**src/rtl/modulo_scan_ctrl4.sv**
```systemverilog
// ============================================================================
// Module      : modulo_scan_ctrl4
// Description : Four-slot digit scan controller for a 4:1 display mux with
//               masked-digit skipping and optional inter-slot blanking.
//               Optional feature macro: SCAN_BLANK_EN (adds the BLANK state).
// Revision    : 1.0 - initial release
// ============================================================================
`default_nettype none

module modulo_scan_ctrl4 #(
    parameter int DIV       = 50000,
    parameter int BLANK_CYC = 500,
    parameter int CNT_W     = 16
) (
    input  logic       clk,
    input  logic       rst,
    input  logic       en,
    input  logic [3:0] digit_mask,
    output logic [1:0] input_sel,
    output logic [3:0] an,
    output logic       frame_start
);

    localparam logic [1:0] c_IDLE  = 2'd0;
`ifdef SCAN_BLANK_EN
    localparam logic [1:0] c_BLANK = 2'd1;
    localparam logic [CNT_W-1:0] c_BLANK_LAST = CNT_W'(BLANK_CYC - 1);
`endif
    localparam logic [1:0] c_SHOW  = 2'd2;
    localparam logic [CNT_W-1:0] c_DIV_LAST = CNT_W'(DIV - 1);
    localparam int c_CNT_MAX = (DIV > BLANK_CYC) ? (DIV - 1) : (BLANK_CYC - 1);

    logic [1:0]       r_state;
    logic [1:0]       r_sel;
    logic [3:0]       r_an;
    logic             r_fs;
    logic [CNT_W-1:0] r_timer;

    logic [1:0]       w_state_nx;
    logic [1:0]       w_sel_nx;
    logic [CNT_W-1:0] w_timer_nx;
    logic [CNT_W-1:0] w_tinc;
    logic [3:0]       w_an_nx;
    logic             w_fs_nx;
    logic             w_enter;
    logic [3:0]       w_slot_en;
    logic [1:0]       w_next;
    logic [1:0]       w_first;
    logic             w_run;
    logic             w_cur_en;

    // Slot k is fed from mux input 3-k, so the mask is bit-reversed per slot.
    function automatic logic [1:0] f_next(input logic [1:0] k, input logic [3:0] slot_en);
        logic [1:0] c;
        f_next = k;
        for (int i = 3; i >= 1; i--) begin
            c = k + 2'(i);
            if (slot_en[c]) f_next = c;
        end
    endfunction

    assign w_slot_en = {digit_mask[0], digit_mask[1], digit_mask[2], digit_mask[3]};
    assign w_next    = f_next(r_sel, w_slot_en);
    // Searching upward from slot 3 yields the lowest enabled slot.
    assign w_first   = f_next(2'd3, w_slot_en);
    assign w_run     = en && (digit_mask != 4'b0000);
    assign w_cur_en  = w_slot_en[r_sel];
    assign w_tinc    = (r_timer == CNT_W'(c_CNT_MAX)) ? r_timer : r_timer + 1'b1;

    always_comb begin
        w_state_nx = r_state;
        w_sel_nx   = r_sel;
        w_timer_nx = w_tinc;
        w_enter    = 1'b0;
        case (r_state)
            c_IDLE: begin
                w_timer_nx = '0;
                if (w_run) begin
                    w_sel_nx = w_first;
`ifdef SCAN_BLANK_EN
                    w_state_nx = c_BLANK;
`else
                    w_state_nx = c_SHOW;
                    w_enter    = 1'b1;
`endif
                end
            end
`ifdef SCAN_BLANK_EN
            c_BLANK: begin
                if (!w_run) begin
                    w_state_nx = c_IDLE;
                    w_timer_nx = '0;
                end else if (!w_cur_en) begin
                    w_sel_nx   = w_next;
                    w_timer_nx = '0;
                end else if (r_timer == c_BLANK_LAST) begin
                    w_state_nx = c_SHOW;
                    w_timer_nx = '0;
                    w_enter    = 1'b1;
                end
            end
`endif
            c_SHOW: begin
                if (!w_run) begin
                    w_state_nx = c_IDLE;
                    w_timer_nx = '0;
                end else if (!w_cur_en || (r_timer == c_DIV_LAST)) begin
                    w_sel_nx   = w_next;
                    w_timer_nx = '0;
`ifdef SCAN_BLANK_EN
                    w_state_nx = c_BLANK;
`else
                    w_enter    = 1'b1;
`endif
                end
            end
            default: begin
                w_state_nx = c_IDLE;
                w_timer_nx = '0;
            end
        endcase
        w_an_nx = (w_state_nx == c_SHOW) ? ~(4'b1000 >> w_sel_nx) : 4'b1111;
        w_fs_nx = w_enter && (w_sel_nx == w_first);
    end

    always_ff @(posedge clk or posedge rst) begin
        if (rst) begin
            r_state <= c_IDLE;
            r_sel   <= 2'b00;
            r_an    <= 4'b1111;
            r_fs    <= 1'b0;
            r_timer <= '0;
        end else begin
            r_state <= w_state_nx;
            r_sel   <= w_sel_nx;
            r_an    <= w_an_nx;
            r_fs    <= w_fs_nx;
            r_timer <= w_timer_nx;
        end
    end

    assign input_sel   = r_sel;
    assign an          = r_an;
    assign frame_start = r_fs;

endmodule

`default_nettype wire
```
**config.mk**
```make
export PLATFORM = sky130hd
export DESIGN_NAME = modulo_scan_ctrl4
export DESIGN_NICKNAME = d
export VERILOG_FILES = /design/src/rtl/modulo_scan_ctrl4.sv
export SDC_FILE = /design/constraint.sdc
export NUM_CORES = 1
export LEC_CHECK = 0
export BUFFER_PORTS_ARGS = -buffer_cell sky130_fd_sc_hd__buf_2
export CAP_MARGIN = 20
export CORE_MARGIN = 2
export CORE_UTILIZATION = 55
export DETAILED_ROUTE_END_ITERATION = 10
export PLACE_DENSITY = 0.74
export SLEW_MARGIN = 20
export SYNTH_ARGS = -nofsm -noshare
export SYNTH_HDL_FRONTEND = slang
export SYNTH_SLANG_ARGS = --single-unit
```
**constraint.sdc**
```tcl
create_clock -name clk -period 2.8 [get_ports clk]
set_clock_uncertainty 0.1 [all_clocks]
set_input_delay 0.56 -clock clk [delete_from_list [all_inputs] [get_ports clk]]
set_output_delay 0.56 -clock clk [all_outputs]
set_load 0.005 [all_outputs]
```
Word level (Yosys, flattened, before mapping)
Index checks and enable logic that the tools add are counted.

cells by class
  add/sub/neg operators = 4
  multipliers = 0
  div/mod/pow operators = 0
  order comparisons = 4
  equal/unequal tests = 5
  shift operators = 1
  mux-type cells = 30
  bitwise gates (word level) = 1
  reductions and logical operators = 6

operators with widths
  cell                                                number
  2-to-1 mux 16 bit                                   4
  2-to-1 mux 2 bit                                    10
  adder 16 x 1 -> 16 bit, second input constant       1
  equality test 16 bit, second input constant         1
  < comparator 2 x 3 -> 1 bit, second input constant  4
  binary-select mux 1 bit (select 2 bit)              4
  2-to-1 mux 1 bit                                    8
  one-hot mux 2 bit (2 select lines)                  2
  adder 2 bit, second input constant                  2
  equality test 2 bit, second input constant          2
  2-to-1 mux 4 bit                                    1
  != test 4 bit, second input constant                1
  NOT 4 bit                                           1
  nonzero test 4 bit                                  1
  right shift 4 x 2 -> 4 bit, first input constant    1
  adder 2 x 1 -> 2 bit, second input constant         1
  equality test 2 bit                                 1
  logical AND 1 bit                                   2
  logical NOT 2 bit                                   1
  one-hot mux 1 bit (2 select lines)                  1
  logical NOT 1 bit                                   1
  logical OR 1 bit                                    1

word-level totals
  flip-flop bits (word level) = 25
  bits in latches = 0
  memory bits (writable) = 0
  ROM bits = 0
  input port bits = 7
  output and inout port bits = 7
  word-level logic and storage cells = 56
  memories = 0

Depth between registers and ports, before layout
  depth in word-level cells = 12
  mapped depth = 7
  depth with buffers taken out = 7

Least setup slack after synthesis
No wires, ideal clock.

  path type = reg2reg
  start point = register r_timer[0]
  end point = register r_an[1], in the netlist an[1]
  library setup time = 0.094 ns
  arrival time = 2.340 ns
  required time = 2.606 ns
  path slack = 0.267 ns
  cell stages (with the launch flop) = 8
  buffers on the path = 0
  clock period less this slack = 2.533 ns
  cells stage by stage = dfrtp_1 -> ha_1 -> and3_1 -> nand2_1 -> o31a_4 -> or4_4 -> and3_4 -> or4_4

on the way
  longest elaborated chain between the ends = 8

ends and longest elaborated chain
  item                                line  source
  start, declared                     37    logic [CNT_W-1:0] r_timer;
  start signal, assigned              138   r_timer <= w_timer_nx;
  equality test 16 bit                107   end else if (!w_cur_en || (r_timer == c_DIV_LAST)) begin
  logical OR 1 bit                    107
  2-to-1 mux 2 bit                    107
  2-to-1 mux 2 bit                    104   if (!w_run) begin
  one-hot mux 2 bit (2 select lines)  75    case (r_state)
  right shift 4 x 2 -> 4 bit          122   w_an_nx = (w_state_nx == c_SHOW) ? ~(4'b1000 >> w_sel_nx) : 4'b1111;
  NOT 4 bit                           122
  2-to-1 mux 4 bit                    122
  net w_an_nx[1]                      43    logic [3:0] w_an_nx;
  end signal, assigned                136   r_an <= w_an_nx;
  end, declared                       35    logic [3:0] r_an;

The timed path passes the listed nets, and every way through them passes these cells.
A chain may end at the register's enable or synchronous reset.

Final worst setup path
Same ends and word-level chain as after synthesis.

==> results.py <==
metrics = {
    "cts": {
        "cts_resized": 0,
        "postCtsSetupBuffers": 0,
        "cts_buffers": 3,
        "clock_sinks": 25,
        "cts_tree": "done",
        "cts_hold_buf": 0,
        "clockBufferDepth": 2,
        "root_buffer": "clkbuf_4",
        "clk_latency_ps": 330,
        "cts.clk_slew.worst_paths_ps": 140,
        "cts-htree-levels": 1,
    },
    "route": {
        "firstDrtPassIters": 4,
        "remaining_drc_errors": 0,
        "drt-initial-drc-count": 26,
        "via_count": 1034,
        "drt_wl_total_mm": 2.57,
        "wire_per_inst_um": 14.2,
        "routed_via_density": 5.71,
        "antenna_left": 0,
    },
    "final_layout": {
        "antenna_cells": 0,
        "multi_input_area_sq_um": 658,
        "num-nets-final": 162,
        "fillers": 196,
        "final_cell_area_sq_um": 1460,
        "regArea_sq_um": 631,
        "layout_commonest_cell": "nor2_1",
        "syn_to_final_growth_pct": 8.96,
        "layout_common_cells": "nor2_1, dfrtp_1, buf_2",
        "drive_gt1_share_pct": 21.6,
        "stdcell_count": 181,
    },
    "sta": {
        "max_freq_mhz": 373,
        "grt_setup_unrepaired": "no",
        "timing_hold_violations_final": 0,
        "setup_viol": 0,
        "fin_tns_setup_ps": 0,
        "fin_crit_sh_pct": 95.6,
        "fin_ws_ps": 122,
        "tightest_slew_ps": 911,
        "max_slew_margin_pct": 39.2,
        "min_period_ps": 2680,
        "drv_slew": 0,
    },
    "yosys": {
        "yosys.area.top_type": "dfrtp_1",
        "yosysSeqAreaShare_pct": 47.0,
        "synth_top_area_share_pct": 39.2,
        "synthesis.nets": 145,
        "avgSynthCellArea_sq_um": 9.79,
        "yosysWarningCount": 0,
        "synthCells": 137,
        "synth_area_sq_um": 1340,
        "async_flop_share_pct": 100,
        "synth_edf_count": 0,
        "yosysUniqueCellTypes": 40,
        "ys_seq_elements": 25,
        "synthFlopType": "dfrtp_1",
        "synthTopCellsByArea": "dfrtp_1, dfstp_2, nor2_1, xnor2_1, xor2_1",
    },
    "die": {
        "die_w_um": 53.4,
        "dieArea_sq_um": 2850,
        "fp-row-count": 17,
        "die-height_um": 53.4,
        "io_pins": 14,
        "core-area_sq_um": 2250,
        "start_util_pct": 59.5,
    },
    "status": {
        "status": "finished clean",
    },
    "pwr": {
        "power_density_nw_per_um2": 476,
        "power_leakage_nw": 0.639,
        "peakVddDrop_v": 0.000390,
    },
    "grt": {
        "grt_start_max_net_pins": 26,
        "grt_pass1_wl_mm": 4.45,
        "antenna_found_initial": 0,
        "grt_pass1_vias": 1000,
        "overflow": 0,
        "grt_use_total_pct": 22.1,
    },
    "worst_setup_path": {
        "startpoint_type": "flip-flop",
        "cp.arrival_ps": 2840,
        "worstRegToRegCells": 7,
        "crit_required_ps": 2970,
        "crit_type": "flip-flop to flip-flop",
        "endpoint_kind": "flip-flop",
        "critical_path.max_fanout": 8,
    },
    "place": {
        "gp_congestion": 0.893,
        "numPortBuffers": 13,
        "dp_slack_ps": 81.5,
        "dp.cells": 177,
        "hpwl_mm": 1.88,
        "placed_area_sq_um": 1430,
    },
    "flow_run": {
        "drv_cap": 0,
    },
    "hold_path": {
        "hp-class": "input port to async pin",
    },
}
per-stage QoR:
step / hold WS (ps) / power [mW] / utilization [%]
global placement: 348 / 0.530 / 63.6
finish: 301 / 0.696 / 64.8
floorplan: 325 / 0.496 / -
CTS: 330 / 0.702 / 64.8
detailed placement: 356 / 0.535 / 63.6
global route: 383 / 0.736 / 64.8
synth_stat cells (2+ instances only):
cell type and instances:
nand2b_1 2, nand3_1 7, nor2b_1 3, xnor2_1 7, o31a_2 2, a21oi_1 8
or4_4 2, inv_1 6, xor2_1 7, o22ai_1 2, and3_1 6, nand2_1 6
o31ai_1 4, nand3b_1 2, o21ai_0 2, dfstp_2 4, nor2_1 23, dfrtp_1 21
buf_4 2
worst max-delay path, cell delays in order (launching register included):
cell and delay, ps:
dfrtp_1 400, ha_1 190, and3_1 240, nand2_1 90, o31a_4 400, or4_4 520, and3_4 200, or4_4 470
routing by layer:
metal	global-route usage [%]	part of all wire [%]	vias up
met1	27.3	45	482
li1	-	-	513
met3	6.78	5.2	10
met2	34.6	47	29
met5	0	0	-
met4	11.1	2.8	0
final timing paths:
check                           startpoint      endpoint  slack, ps
worst max register to register  r_timer[0]         an[1]        120
max in group asynchronous              rst  input_sel[1]       1750
min in group clk                r_timer[0]    r_timer[0]        380
worst min-delay path                   rst    r_state[0]        300
worst min register to register  r_timer[0]    r_timer[0]        380
worst max-delay path            r_timer[0]         an[1]        120
report_power, final:
part	switching (mW)	internal (mW)	total [mW]	leakage (nW)
combinational	0.0823	0.0635	0.146	0.294
sequential	0.00820	0.375	0.383	0.327
clock	0.113	0.0538	0.167	0.0177
cells by family (layout without fill, tap and decap cells):
kind of cell | after synthesis | after routing | synth area share (%)
other | 1 | 1 | 0.280
XOR/XNOR | 14 | 14 | 9.14
buffers and inverters | 10 | 26 | 3.92
multiplexers | 1 | 1 | 1.68
flip-flops | 25 | 25 | 47.0
AO/OA/AOI/OAI | 25 | 25 | 13.2
AND/OR/NAND/NOR | 60 | 60 | 23.8
adder cells (fa/ha/maj) | 1 | 1 | 0.933
registers in the layout (all words and copies together) (netlist names):
name,flops
input_sel,2
r_state,2
an,4
frame_start,1
r_timer,16
layout make-up:
| class | count | share of cell area (%) |
|---|---|---|
| flip-flops and latches | 25 | 43.2 |
| multi-input cells | 102 | 45.0 |
| clock buffers | 3 | 1.54 |
| repair buffers | 16 | 5.99 |
| inverters | 6 | 1.54 |
| clock inverters | 1 | 0.342 |
| well taps | 28 | 2.40 |
Power figures use the tool's default switching activity.
